$ cat src/rtl/counter_ctrl_pkg.sv
// Shared state encoding and default timing constants for the counter run/stop/clear controller.
package counter_ctrl_pkg;

  typedef enum logic [1:0] {
    STOP  = 2'd0,
    RUN   = 2'd1,
    CLEAR = 2'd2
  } state_e;

  localparam int unsigned DEBOUNCE_CYCLES_DEF = 50000;
  localparam int unsigned CNT_W_DEF           = 16;

endpackage

$ cat src/rtl/button_debouncer.sv
// One front-panel button: 2-FF synchronizer, stable-sample debounce counter and a
// registered one-cycle pulse on the debounced rising edge (release is silent).
module button_debouncer
  import counter_ctrl_pkg::*;
#(
  parameter int unsigned DEBOUNCE_CYCLES = DEBOUNCE_CYCLES_DEF,
  parameter int unsigned CNT_W           = CNT_W_DEF
) (
  input  logic i_clk,
  input  logic i_reset,
  input  logic i_btn,
  output logic o_press
);

  localparam logic [CNT_W-1:0] TERM = CNT_W'(DEBOUNCE_CYCLES - 1);

  logic             sync1_q, sync2_q;
  logic             level_q, level_d;
  logic             level_dly_q;
  logic             press_q;
  logic [CNT_W-1:0] cnt_q, cnt_d;

  // The level flips on the DEBOUNCE_CYCLES-th consecutive mismatching sample.
  always_comb begin
    cnt_d   = '0;
    level_d = level_q;
    if (sync2_q != level_q) begin
      if (cnt_q == TERM) begin
        level_d = ~level_q;
      end else begin
        cnt_d = cnt_q + CNT_W'(1);
      end
    end
  end

  always_ff @(posedge i_clk or posedge i_reset) begin
    if (i_reset) begin
      sync1_q     <= 1'b0;
      sync2_q     <= 1'b0;
      cnt_q       <= '0;
      level_q     <= 1'b0;
      level_dly_q <= 1'b0;
      press_q     <= 1'b0;
    end else begin
      sync1_q     <= i_btn;
      sync2_q     <= sync1_q;
      cnt_q       <= cnt_d;
      level_q     <= level_d;
      level_dly_q <= level_q;
      press_q     <= level_q & ~level_dly_q;
    end
  end

  assign o_press = press_q;

endmodule

$ cat src/rtl/counter_run_ctrl.sv
// Run/stop/clear sequencer for the FND up-counter: debounced buttons drive a small FSM
// that gates divider ticks into o_cnt_en and issues a one-cycle clear. Option: AUTO_STOP_EN.
//   state | meaning
//   STOP  | counter frozen, waiting for a press
//   RUN   | divider ticks forwarded as count enables
//   CLEAR | one-cycle counter clear, then back to STOP
module counter_run_ctrl
  import counter_ctrl_pkg::*;
#(
  parameter int unsigned DEBOUNCE_CYCLES = DEBOUNCE_CYCLES_DEF,
  parameter int unsigned CNT_W           = CNT_W_DEF
) (
  input  logic       i_clk,
  input  logic       i_reset,
  input  logic       i_btn_runStop,
  input  logic       i_btn_clear,
  input  logic       i_tick,
`ifdef AUTO_STOP_EN
  input  logic       i_cnt_max,
`endif
  output logic       o_cnt_en,
  output logic       o_cnt_clr,
  output logic [1:0] o_state,
  output logic       o_run_led
);

  logic   rs_press, clr_press;
  logic   cnt_en_q, cnt_en_d;
  state_e state_q, state_d;

  button_debouncer #(.DEBOUNCE_CYCLES(DEBOUNCE_CYCLES), .CNT_W(CNT_W)) u_db_run_stop (
    .i_clk   (i_clk),
    .i_reset (i_reset),
    .i_btn   (i_btn_runStop),
    .o_press (rs_press)
  );

  button_debouncer #(.DEBOUNCE_CYCLES(DEBOUNCE_CYCLES), .CNT_W(CNT_W)) u_db_clear (
    .i_clk   (i_clk),
    .i_reset (i_reset),
    .i_btn   (i_btn_clear),
    .o_press (clr_press)
  );

  always_comb begin
    state_d  = state_q;
    cnt_en_d = 1'b0;
    case (state_q)
      STOP: begin
        if (clr_press) begin
          state_d = CLEAR;
        end else if (rs_press) begin
          state_d = RUN;
        end
      end
      RUN: begin
`ifdef AUTO_STOP_EN
        cnt_en_d = i_tick & ~i_cnt_max;
        if (rs_press || (i_tick && i_cnt_max)) begin
          state_d = STOP;
        end
`else
        cnt_en_d = i_tick;
        if (rs_press) begin
          state_d = STOP;
        end
`endif
      end
      CLEAR:   state_d = STOP;
      default: state_d = STOP;
    endcase
  end

  always_ff @(posedge i_clk or posedge i_reset) begin
    if (i_reset) begin
      state_q  <= STOP;
      cnt_en_q <= 1'b0;
    end else begin
      state_q  <= state_d;
      cnt_en_q <= cnt_en_d;
    end
  end

  assign o_cnt_en  = cnt_en_q;
  assign o_cnt_clr = (state_q == CLEAR);
  assign o_state   = state_q;
  assign o_run_led = (state_q == RUN);

endmodule

$ cat config.mk
export PLATFORM = sky130hd
export DESIGN_NAME = counter_run_ctrl
export DESIGN_NICKNAME = d
export VERILOG_FILES = /design/src/rtl/counter_ctrl_pkg.sv /design/src/rtl/button_debouncer.sv /design/src/rtl/counter_run_ctrl.sv
export SDC_FILE = /design/constraint.sdc
export NUM_CORES = 1
export LEC_CHECK = 0
export BUFFER_PORTS_ARGS = -buffer_cell sky130_fd_sc_hd__buf_2
export CORE_UTILIZATION = 40
export CTS_CLUSTER_DIAMETER = 40
export DETAILED_ROUTE_END_ITERATION = 12
export GPL_TIMING_DRIVEN = 0
export SYNTH_ARGS = -nofsm -noshare
export SYNTH_HDL_FRONTEND = slang
export SYNTH_SLANG_ARGS = --single-unit
$ cat constraint.sdc
create_clock -name i_clk -period 1.5 [get_ports i_clk]
set_input_delay 0 -clock i_clk [delete_from_list [all_inputs] [get_ports i_clk]]
set_output_delay 0 -clock i_clk [all_outputs]
set_load 0.005 [all_outputs]
==> flow_results.xml <==
<?xml version="1.0" encoding="UTF-8"?>
<metrics>
  <group name="finish">
    <metric name="final.fill_count" unit="">433</metric>
    <metric name="register_area" unit="sq mm">0.00113</metric>
    <metric name="diodes" unit="">0</metric>
    <metric name="layout.cells.most_common_list" unit="">42 x sky130_fd_sc_hd__dfrtp_1, 30 x sky130_fd_sc_hd__nor2_1, 23 x sky130_fd_sc_hd__xnor2_1</metric>
    <metric name="layout.nets" unit="">232</metric>
    <metric name="flow.area_growth_from_synthesis" unit="%">28.1</metric>
    <metric name="most_common_cell_after_layout_fill_and_taps_aside" unit="">sky130_fd_sc_hd__dfrtp_1</metric>
    <metric name="postLayoutCellArea" unit="sq mm">0.00256</metric>
    <metric name="post_route_cells_drive_above_1_share" unit="">0.301</metric>
    <metric name="area_taken_by_multi_input_logic_gates" unit="sq um">930</metric>
    <metric name="final_core_util" unit="">0.538</metric>
  </group>
  <group name="grt">
    <metric name="first_global_vias" unit="">1333</metric>
    <metric name="global_route_overflow" unit="">0</metric>
    <metric name="groute.usage.overall" unit="">0.154</metric>
    <metric name="grt_max_degree" unit="">25</metric>
    <metric name="grt_antenna_before_repair" unit="">0</metric>
    <metric name="grt_first_pass_wirelength" unit="mm">6.09</metric>
  </group>
  <group name="floorplanning">
    <metric name="floorplan.io_pins" unit="">10</metric>
    <metric name="fp.dieH" unit="microns">72.6</metric>
    <metric name="die_area" unit="sq mm">0.00528</metric>
    <metric name="core_footprint" unit="sq mm">0.00475</metric>
    <metric name="initial_core_util" unit="">0.420</metric>
    <metric name="die_w" unit="microns">72.6</metric>
    <metric name="core.rowCount" unit="">25</metric>
  </group>
  <group name="run">
    <metric name="cap_violations" unit="">0</metric>
  </group>
  <group name="critical_path">
    <metric name="criticalPathCategory" unit="">reg2reg</metric>
    <metric name="slowest_stage" unit="">sky130_fd_sc_hd__o41ai_4</metric>
    <metric name="timing.rr.start" unit="">u_db_run_stop.cnt_q[0]</metric>
    <metric name="crit_path_start_kind" unit="">flip-flop</metric>
    <metric name="reg2regPathDepth" unit="">5</metric>
    <metric name="cpLargestDelayFamily" unit="">compound AO/OA/AOI/OAI gates</metric>
    <metric name="r2r-end" unit="">u_db_run_stop.cnt_q[2]</metric>
    <metric name="setup.worst_path.start" unit="">u_db_run_stop.cnt_q[0]</metric>
    <metric name="worstPathMaxFanout" unit="">8</metric>
    <metric name="cp_data_arrival_time" unit="ns">1.75</metric>
    <metric name="crit_required" unit="ns">1.69</metric>
    <metric name="crit_path_max_incr_delay" unit="ns">0.41</metric>
    <metric name="worstSetupEndpoint" unit="">u_db_run_stop.cnt_q[2]</metric>
    <metric name="worst-r2r-setup-slack" unit="ns">-0.06</metric>
    <metric name="timing.critical_path.cells" unit="">ha_2, nand3_4, o41ai_4, buf_4, nor2_1</metric>
    <metric name="cp_num_cells" unit="">5</metric>
    <metric name="timing.critical_path.buf_inv" unit="">1</metric>
    <metric name="crit_path_end_kind" unit="">flip-flop</metric>
  </group>
  <group name="sta">
    <metric name="final_min_period_over_clock_period" unit="">1.04</metric>
    <metric name="timing.slew.headroom" unit="">0.669</metric>
    <metric name="finalMaxSlewViolations" unit="">0</metric>
    <metric name="postLayoutSetupSlackWorst" unit="ns">-0.0619</metric>
    <metric name="setup_repair_after_global_routing_missed_its_margin" unit="">yes</metric>
    <metric name="final-hold-violation-count" unit="">0</metric>
    <metric name="finalWorstPathRequiredPeriod" unit="ns">1.56</metric>
    <metric name="max_slew.worst_pin.slew" unit="ns">0.495</metric>
    <metric name="timing.clock.skew" unit="ns">0.00489</metric>
    <metric name="achievable_freq" unit="MHz">640</metric>
    <metric name="setup_violations" unit="">17</metric>
  </group>
  <group name="yosys">
    <metric name="synthDistinctLibCells" unit="">25</metric>
    <metric name="cell_area_after_technology_mapping" unit="sq mm">0.00200</metric>
    <metric name="post_synth.cell_area_avg" unit="sq um">10.7</metric>
    <metric name="count_of_flip_flops_with_a_built_in_enable_after_synthesis" unit="">0</metric>
    <metric name="syn_nets" unit="">193</metric>
    <metric name="sequential_element_share_of_the_synthesized_area" unit="">0.564</metric>
    <metric name="postSynthCellCount" unit="">186</metric>
    <metric name="ys_dominant_reg_cell" unit="">sky130_fd_sc_hd__dfrtp_1</metric>
    <metric name="yosys_register_bits" unit="">45</metric>
    <metric name="synth.yosys.warnings" unit="">0</metric>
    <metric name="asyncSetResetFlopFracSynth" unit="">1.00</metric>
  </group>
  <group name="power_and_ir_drop">
    <metric name="leakage" unit="uW">0.00108</metric>
    <metric name="power.share.switching" unit="">0.219</metric>
    <metric name="p_comb_frac" unit="">0.056</metric>
    <metric name="irDropWorstVdd" unit="mV">0.579</metric>
    <metric name="intPower" unit="uW">1710</metric>
    <metric name="cellPowerDensity" unit="mW/mm^2">855</metric>
    <metric name="power.clock.fraction" unit="">0.372</metric>
    <metric name="sequentialPowerShare" unit="">0.571</metric>
    <metric name="power.switching" unit="uW">479</metric>
  </group>
  <group name="routing">
    <metric name="detailedRoute.firstIterationViolations" unit="">55</metric>
    <metric name="detail_route.wl_per_cell" unit="microns">12.5</metric>
    <metric name="route.detailed.drc" unit="">0</metric>
    <metric name="avgViaCountPerCell" unit="">4.80</metric>
    <metric name="final_antenna_net_count" unit="">0</metric>
    <metric name="drt_pre_antenna_iters" unit="">4</metric>
    <metric name="vias" unit="">1406</metric>
    <metric name="drt_wl_total" unit="mm">3.65</metric>
  </group>
  <group name="placed_design">
    <metric name="hpwlAfterDp" unit="mm">2.21</metric>
    <metric name="dpl-instance-area" unit="sq mm">0.00216</metric>
    <metric name="routabilityCongestion" unit="">0.785</metric>
    <metric name="io_buffer_count" unit="">9</metric>
    <metric name="dp_slack" unit="ns">-0.245</metric>
  </group>
  <group name="cts">
    <metric name="clkSlewWorstSetupHoldPaths" unit="ns">0.08</metric>
    <metric name="cts_root_buf" unit="">sky130_fd_sc_hd__clkbuf_8</metric>
    <metric name="tritoncts" unit="">done</metric>
    <metric name="cts_max_path_buffers" unit="">2</metric>
    <metric name="cts_buffers" unit="">5</metric>
    <metric name="ctsHtreeMaxLevel" unit="">2</metric>
    <metric name="clk-insertion-delay-late" unit="ns">0.30</metric>
    <metric name="clock-sinks" unit="">45</metric>
  </group>
  <group name="run_status">
    <metric name="failed_checks" unit="">negative setup slack</metric>
    <metric name="run_status" unit="">finished with violations</metric>
  </group>
  <group name="min_path">
    <metric name="hold_class" unit="">in2async</metric>
  </group>
</metrics>
## cell usage after synthesis, types with 2 or more instances
master	n	share of area
sky130_fd_sc_hd__nand4_1	9	0.028
sky130_fd_sc_hd__nor4_1	9	0.028
sky130_fd_sc_hd__buf_2	2	0.0050
sky130_fd_sc_hd__ha_1	2	0.013
sky130_fd_sc_hd__nor2_1	39	0.073
sky130_fd_sc_hd__nor4b_1	2	0.0088
sky130_fd_sc_hd__nand2_1	8	0.015
sky130_fd_sc_hd__and3_1	2	0.0063
sky130_fd_sc_hd__xnor2_1	23	0.10
sky130_fd_sc_hd__nor3_1	7	0.018
sky130_fd_sc_hd__dfrtp_1	45	0.56
sky130_fd_sc_hd__xor2_1	7	0.031
sky130_fd_sc_hd__mux2_2	2	0.011
sky130_fd_sc_hd__nand3_1	9	0.023
sky130_fd_sc_hd__inv_1	7	0.013
sky130_fd_sc_hd__nor2b_1	4	0.013
## logic make-up after synthesis
logic type,Yosys count,synth area share
AO/OA/AOI/OAI,1,0.0138
XOR/XNOR,30,0.132
adder cells (fa/ha/maj),2,0.0125
buffers and inverters,10,0.0238
flip-flops,45,0.564
multiplexers,3,0.0163
AND/OR/NAND/NOR,95,0.238
## final cells by class
class,instances,area share
inverter,7,0.0103
multi-input combinational,131,0.364
timing repair buffer,33,0.103
clock buffer,7,0.0377
clock inverter,1,0.00196
tap,67,0.0328
sequential,45,0.442
buffer,2,0.00881
## registers in the layout, indices dropped and copies added (netlist names)
| signal | count |
|---|---|
| o_state | 2 |
| u_db_run_stop.level_q | 1 |
| u_db_clear.level_q | 1 |
| u_db_clear.cnt_q | 16 |
| u_db_run_stop.o_press | 1 |
| u_db_clear.sync1_q | 1 |
| u_db_clear.level_dly_q | 1 |
| u_db_clear.o_press | 1 |
| u_db_run_stop.level_dly_q | 1 |
| u_db_run_stop.sync1_q | 1 |
| u_db_run_stop.sync2_q | 1 |
| u_db_run_stop.cnt_q | 16 |
| u_db_clear.sync2_q | 1 |
| o_cnt_en | 1 |
## what timing repair did
item	4_1_cts	5_1_grt
hold buffers	4	0
endpoints found under the setup margin	28	33
gates cloned	0	1
resized for setup	6	24
buffers inserted	5	13
endpoints found under the hold margin	24	0
pin swaps	9	14
## per-layer routing
metal  up-vias  wire length [microns]  GRT usage
li1        702                      -          -
met1       684                   1680      0.196
met2        11                   1800      0.240
met3         9                     68     0.0456
met4         0                    102     0.0719
met5         -                      0          0
## stage by stage
stage,setup TNS (ns),cells,hold WS [ns],total power [uW]
after floorplan,-0.0179,186,0.0314,1320
after global placement,-10.87,262,0.108,1350
after detailed placement,-4.92,263,0.0550,1360
after CTS,-1.72,280,0.281,2190
after global routing,-3.20,293,0.337,2290
final,-0.900,293,0.278,2190
## worst min-delay path by stage
stage                startpoint                         to  slack (ns)  cells past startpoint
finish                  i_reset  u_db_run_stop.level_dly_q        0.28                      3
global route            i_reset      u_db_run_stop.o_press        0.34                      3
CTS                     i_reset      u_db_run_stop.o_press        0.28                      3
detailed placement      i_reset      u_db_run_stop.o_press        0.05                      2
global placement    i_btn_clear         u_db_clear.sync1_q        0.11                      1
floorplan           i_btn_clear         u_db_clear.sync1_q        0.03                      0
## power by group through the flow
stage	registers (uW)	clock network (uW)	logic, uW
after floorplan	1270	0	55.7
after global placement	1270	0	75.7
after detailed placement	1270	0	85.7
after CTS	1250	843	105
after global routing	1250	895	142
final	1250	814	123
## worst reg2reg max path, delay by kind of cell (launching register included)
| family | cells | cell delay [ns] |
|---|---|---|
| buffers and inverters | 1 | 0.22 |
| flip-flops | 1 | 0.40 |
| AND/OR/NAND/NOR | 2 | 0.19 |
| adder cells (fa/ha/maj) | 1 | 0.24 |
| AO/OA/AOI/OAI | 1 | 0.41 |
Power figures use the tool's default switching activity.
